## config.mk

```make
export PLATFORM = sky130hd
export DESIGN_NAME = regfile
export DESIGN_NICKNAME = d
export VERILOG_FILES = /design/src/rtl/regfile.sv
export SDC_FILE = /design/constraint.sdc
export NUM_CORES = 2
export LEC_CHECK = 0
export BUFFER_PORTS_ARGS = -buffer_cell sky130_fd_sc_hd__buf_2
export CORE_MARGIN = 5
export CORE_UTILIZATION = 45
export CTS_CLUSTER_DIAMETER = 30
export DETAILED_ROUTE_END_ITERATION = 8
export PLACE_DENSITY_LB_ADDON = 0.05
export SLEW_MARGIN = 20
export SYNTH_ARGS = -nofsm -noshare
export SYNTH_HDL_FRONTEND = slang
export SYNTH_SLANG_ARGS = --single-unit
export TNS_END_PERCENT = 5
```

## constraint.sdc

```tcl
create_clock -name clk -period 3.1 [get_ports clk]
set_input_delay 0.465 -clock clk [delete_from_list [all_inputs] [get_ports clk]]
set_output_delay 0.465 -clock clk [all_outputs]
set_load 0.02 [all_outputs]
```

## src/rtl/regfile.sv

```systemverilog
// regfile -- integer register file x0..x31 for the core.
//
// Purpose
//   WB commits results through the single write port. ID fetches its two
//   source operands through two zero-latency combinational read ports.
//   x0 has no storage and always reads zero.
//
// Ports
//   clk           in   core clock; all state updates on the rising edge
//   rst           in   asynchronous, active-low reset (clears x1..x31)
//   wb_reg_wen    in   write enable from WB
//   wb_reg_waddr  in   [RF_AW-1:0]  write address from WB
//   wb_reg_wdata  in   [DATA_W-1:0] write data from WB
//   id_rs1_addr   in   [RF_AW-1:0]  read port 1 address from ID
//   id_rs2_addr   in   [RF_AW-1:0]  read port 2 address from ID
//   rs1_rdata     out  [DATA_W-1:0] read port 1 data (combinational)
//   rs2_rdata     out  [DATA_W-1:0] read port 2 data (combinational)
//
// Configuration
//   CORE_RF_BYPASS_EN  when defined, a read that hits the address being
//                      written this cycle returns wb_reg_wdata directly
//                      (write-through). When undefined, the read returns
//                      the pre-write contents and the hazard unit must
//                      cover the WB->ID RAW distance.
//
// Interface protocol
//   There is no valid/ready handshake and no backpressure: a write with
//   wb_reg_wen=1 and a non-zero address always commits on the next rising
//   edge; with wb_reg_wen=0 the address and data are ignored. The read ports
//   are purely combinational, so a stalled ID that holds its addresses sees
//   the outputs follow the register contents.

module regfile #(
  parameter int DATA_W  = 32,
  parameter int RF_AW   = 5,
  parameter int NUM_REG = 32
) (
  input  logic              clk,
  input  logic              rst,
  input  logic              wb_reg_wen,
  input  logic [RF_AW-1:0]  wb_reg_waddr,
  input  logic [DATA_W-1:0] wb_reg_wdata,
  input  logic [RF_AW-1:0]  id_rs1_addr,
  input  logic [RF_AW-1:0]  id_rs2_addr,
  output logic [DATA_W-1:0] rs1_rdata,
  output logic [DATA_W-1:0] rs2_rdata
);

  // Storage for x1..x31 only; x0 is a constant zero in the read mux.
  logic [DATA_W-1:0] regs_q [1:NUM_REG-1];

  // Address-decoded write: each register compares the write address against
  // its own index, so address 0 simply matches no storage element.
  always_ff @(posedge clk or negedge rst) begin
    if (!rst) begin
      for (int i = 1; i < NUM_REG; i++) begin
        regs_q[i] <= '0;
      end
    end else begin
      for (int i = 1; i < NUM_REG; i++) begin
        if (wb_reg_wen && (wb_reg_waddr == RF_AW'(i))) begin
          regs_q[i] <= wb_reg_wdata;
        end
      end
    end
  end

  // Stored-value read mux. Address 0 matches nothing and falls through to 0.
  logic [DATA_W-1:0] rs1_stored;
  logic [DATA_W-1:0] rs2_stored;

  always_comb begin
    rs1_stored = '0;
    rs2_stored = '0;
    for (int i = 1; i < NUM_REG; i++) begin
      if (id_rs1_addr == RF_AW'(i)) rs1_stored = regs_q[i];
      if (id_rs2_addr == RF_AW'(i)) rs2_stored = regs_q[i];
    end
  end

`ifdef CORE_RF_BYPASS_EN
  // Write-through: a same-cycle hit returns the WB data. The hit is gated
  // with rst so the ports still read 0 during reset, and with a non-zero
  // address so x0 stays zero even while WB targets it.
  logic rs1_hit;
  logic rs2_hit;

  always_comb begin
    rs1_hit = rst && wb_reg_wen && (wb_reg_waddr == id_rs1_addr) &&
              (id_rs1_addr != '0);
    rs2_hit = rst && wb_reg_wen && (wb_reg_waddr == id_rs2_addr) &&
              (id_rs2_addr != '0);
  end

  assign rs1_rdata = rs1_hit ? wb_reg_wdata : rs1_stored;
  assign rs2_rdata = rs2_hit ? wb_reg_wdata : rs2_stored;
`else
  // No bypass: reads during a write cycle see the pre-write contents.
  assign rs1_rdata = rs1_stored;
  assign rs2_rdata = rs2_stored;
`endif

endmodule
```

==> summary.txt <==
Detailed routing
  • First drt pass iteration count: 7
  • Final WL: 305 mm
  • Vias per cell: 6.84
  • Routed len/inst: 37.8 um
  • Initial DRC count: 8264
  • Antenna Nets Post-Route: 0
  • Post-route DRC: 0
  • Via count: 55200

Finish
  • Layout filler cell count: 10400
  • Share of cells above drive strength 1: 0.459
  • Final core occ: 0.619
  • Final instance area: 0.0763 mm2
  • Area occupied by multi-input gates: 0.0297 mm2
  • Largest registers: regs_q: 992 flops
  • Biggest register: regs_q
  • Area Growth Syn to Fin: 37.0%
  • Nets@finish: 6287
  • Max reg flops: 992
  • Register cell area after layout: 0.0248 mm2

Floorplanning
  • Starting density of the core: 0.452
  • Die height: 362 um
  • Top-level I/O count: 114
  • Core area: 0.123 mm2
  • FP Rows: 129
  • Die W: 362 um
  • DIE AREA: 0.131 mm2

STA
  • Final worst slack: -0.764 ns
  • Relative slew slack: 0.319
  • Worst slew pin tran: 1.02 ns
  • RSZ-0062 raised after global routing: true
  • Minimum clock period after layout: 3.86 ns
  • Period utilization: 1.25
  • Max Clk Rate: 259 MHz
  • Setup violations, final: 64
  • Clock skew: 0 ns
  • Max Slew Vio Count: 0
  • Final hold violation count: 0

Power
  • Static Leakage: 34.1 nW
  • Int Pwr: 39.6 mW
  • Maximum vdd drop: 0.622 mV
  • Seq pwr share: 0.330
  • Net Sw Frac: 0.285
  • PD cells: 725 mW/mm2
  • Clock share of power: 0.510
  • P_sw: 15.8 mW
  • Comb pwr share: 0.160

Synthesis
  • Synth cell types: 90
  • Share of the synthesized area in the top cell type: 0.446
  • Prevailing post-synth register cell: dfrtp_1
  • Synth async-reset ratio: 1.00
  • Most instantiated library cell after synthesis: mux2_2
  • Top cells by instance count after synthesis: mux2_2 (1044), dfrtp_1 (992), o21ai_0 (423)
  • #FFs+latches synth: 992
  • Cells after synthesis: 5289
  • Avg Inst Size Synth: 10.5 um2
  • Synthesized area: 0.0557 mm2
  • Top cells by area, synth: dfrtp_1 (45%), mux2_2 (21%), o21ai_0 (3.8%)
  • Yosys Warn Count: 0
  • Number of synthesized flops with an enable pin: 0
  • Register area share after synthesis: 0.446
  • Syn nets: 5339
  • Cell taking the most area after synthesis: dfrtp_1

Placed design
  • Placed cell area: 0.0659 mm2
  • Detail Placement HPWL: 228 mm
  • GPL Wtd Cong: 1.02
  • # port buffers: 113

Clocking
  • CTS Buf Count: 274
  • H-tree levels: 5
  • Clk_lat worst skew: 0.87 ns
  • Clk slew on worst S/H paths: 0.04 ns
  • Clk sinks: 992
  • Clock root cell: clkbuf_16
  • Clock Tree Buf Depth: 4
  • CTS tree: built

Critical path
  • Worst reg-to-reg path cell count: 2
  • Worst R2R End: regs_q[287]
  • RR Startpoint: regs_q[287]
  • Setup crit start kind: flop
  • CP max FO: 3
  • Crit Path Category: flop to primary output
  • R2r setup slk: 2.06 ns
  • Req. time, crit path: 2.63 ns
  • Endpoint class of the critical path: primary output
  • Crit path DAT: 3.40 ns

Global routing
  • GR Util All Layers: 0.453
  • Total gr overflow: 0
  • Initial antenna violation count: 17
  • Largest net degree at the start of global routing: 114
  • Vias in the first global route: 53500
  • First-pass GRT wire length: 425 mm

Run status
  • Failing checks: negative setup slack
  • Run status: finished with violations

Flow run
  • Max cap viols: 0

Min path
  • HP Class: input port to asynchronous set/reset pin
## kinds of logic after synthesis
kind of cell	synth area share
buf+inv	0.0454
simple gates	0.0758
compound gates	0.191
flops	0.446
mux	0.242
## power groups by stage
stage / registers, mW / clock network, mW / logic, mW
finish: 18.3 / 28.3 / 8.83
global route: 18.4 / 29.1 / 9.22
CTS: 18.1 / 28.4 / 8.52
detailed placement: 18.2 / 0 / 8.26
global placement: 18.2 / 0 / 8.12
floorplan: 17.0 / 0 / 4.84
## what timing repair did
action,CTS,global route
setup endpoints to repair,64,64
hold buffers,1,0
hold endpoints to repair,94,0
pin swaps,28,21
gates resized for setup,238,93
cloned,0,0
buffers inserted,3,3
## worst max-delay path, cell delays in order (launching register included)
cell	delay, ns
dfrtp_1	0.43
mux2_2	0.28
a32oi_1	0.18
o21ai_1	0.17
o221ai_2	0.25
o211ai_1	0.34
a222oi_1	0.41
buf_4	0.19
o21ai_1	0.07
buf_2	0.18
## layer usage
metal,track usage,vias up,share of wire
met1,0.604,28000,0.39
li1,-,22000,-
met3,0.135,1082,0.12
met2,0.650,4161,0.42
met5,0,-,0.00014
met4,0.273,6,0.074
## cell type report
class	count	area share
Antenna cell	13	0.000426
Timing Repair Buffer	1198	0.138
Clock buffer	362	0.101
Inverter	24	0.00126
Multi-Input combinational cell	3747	0.389
Sequential cell	992	0.325
Clock inverter	102	0.0185
Tap cell	1637	0.0268
## stage by stage
step	power, mW	hold WS, ns	setup TNS, ns	worst slack [ns]	instances
2_1_floorplan	21.9	0.169	0	0.204	5289
3_3_place_gp	26.3	0.460	-31.47	-1.05	7592
3_5_place_dp	26.4	0.455	-31.19	-0.976	7592
4_1_cts	55.0	0.140	-21.30	-0.790	8059
5_1_grt	56.8	0.176	-25.86	-0.809	8067
6_report	55.4	0.172	-24.18	-0.764	8075
## layout by cell type (no fill, tap or decap), types with 19 or more instances in the layout
| cell type | netlist | layout |
|---|---|---|
| a211oi_1 | 55 | 41 |
| a21o_1 | 27 | 26 |
| a21oi_1 | 364 | 346 |
| a221o_1 | 24 | 23 |
| a221oi_1 | 45 | 38 |
| a222oi_1 | 22 | 22 |
| a22o_1 | 30 | 30 |
| a22oi_1 | 122 | 111 |
| a31oi_1 | 33 | 28 |
| buf_12 | 0 | 127 |
| buf_2 | 218 | 87 |
| buf_4 | 33 | 951 |
| buf_6 | 9 | 23 |
| bufinv_16 | 0 | 31 |
| clkbuf_1 | 221 | 41 |
| clkbuf_16 | 0 | 281 |
| clkbuf_8 | 0 | 42 |
| clkinv_2 | 0 | 37 |
| dfrtp_1 | 992 | 986 |
| mux2_2 | 1044 | 1042 |
| mux2i_1 | 145 | 145 |
| nand2_1 | 270 | 249 |
| nand2_2 | 3 | 20 |
| nand2b_1 | 39 | 32 |
| nand3_1 | 64 | 54 |
| nand4_1 | 22 | 22 |
| nor2_1 | 281 | 250 |
| nor2_2 | 11 | 25 |
| nor2_4 | 2 | 19 |
| nor2b_1 | 36 | 27 |
| nor3_1 | 60 | 54 |
| o211ai_1 | 48 | 48 |
| o21ai_0 | 423 | 378 |
| o21ai_1 | 13 | 48 |
| o221ai_1 | 49 | 39 |
| o22ai_1 | 222 | 216 |
## worst max path at each step
| stage | from | endpoint | depth (start not counted) |
|---|---|---|---|
| floorplan | id_rs2_addr[3] | rs2_rdata[8] | 10 |
| global placement | id_rs2_addr[1] | rs2_rdata[31] | 13 |
| detailed placement | id_rs2_addr[1] | rs2_rdata[31] | 13 |
| CTS | regs_q[351] | rs2_rdata[31] | 11 |
| global route | regs_q[351] | rs2_rdata[31] | 11 |
| finish | regs_q[881] | rs1_rdata[17] | 9 |
Note: power is estimated with default switching activity, not from simulation.
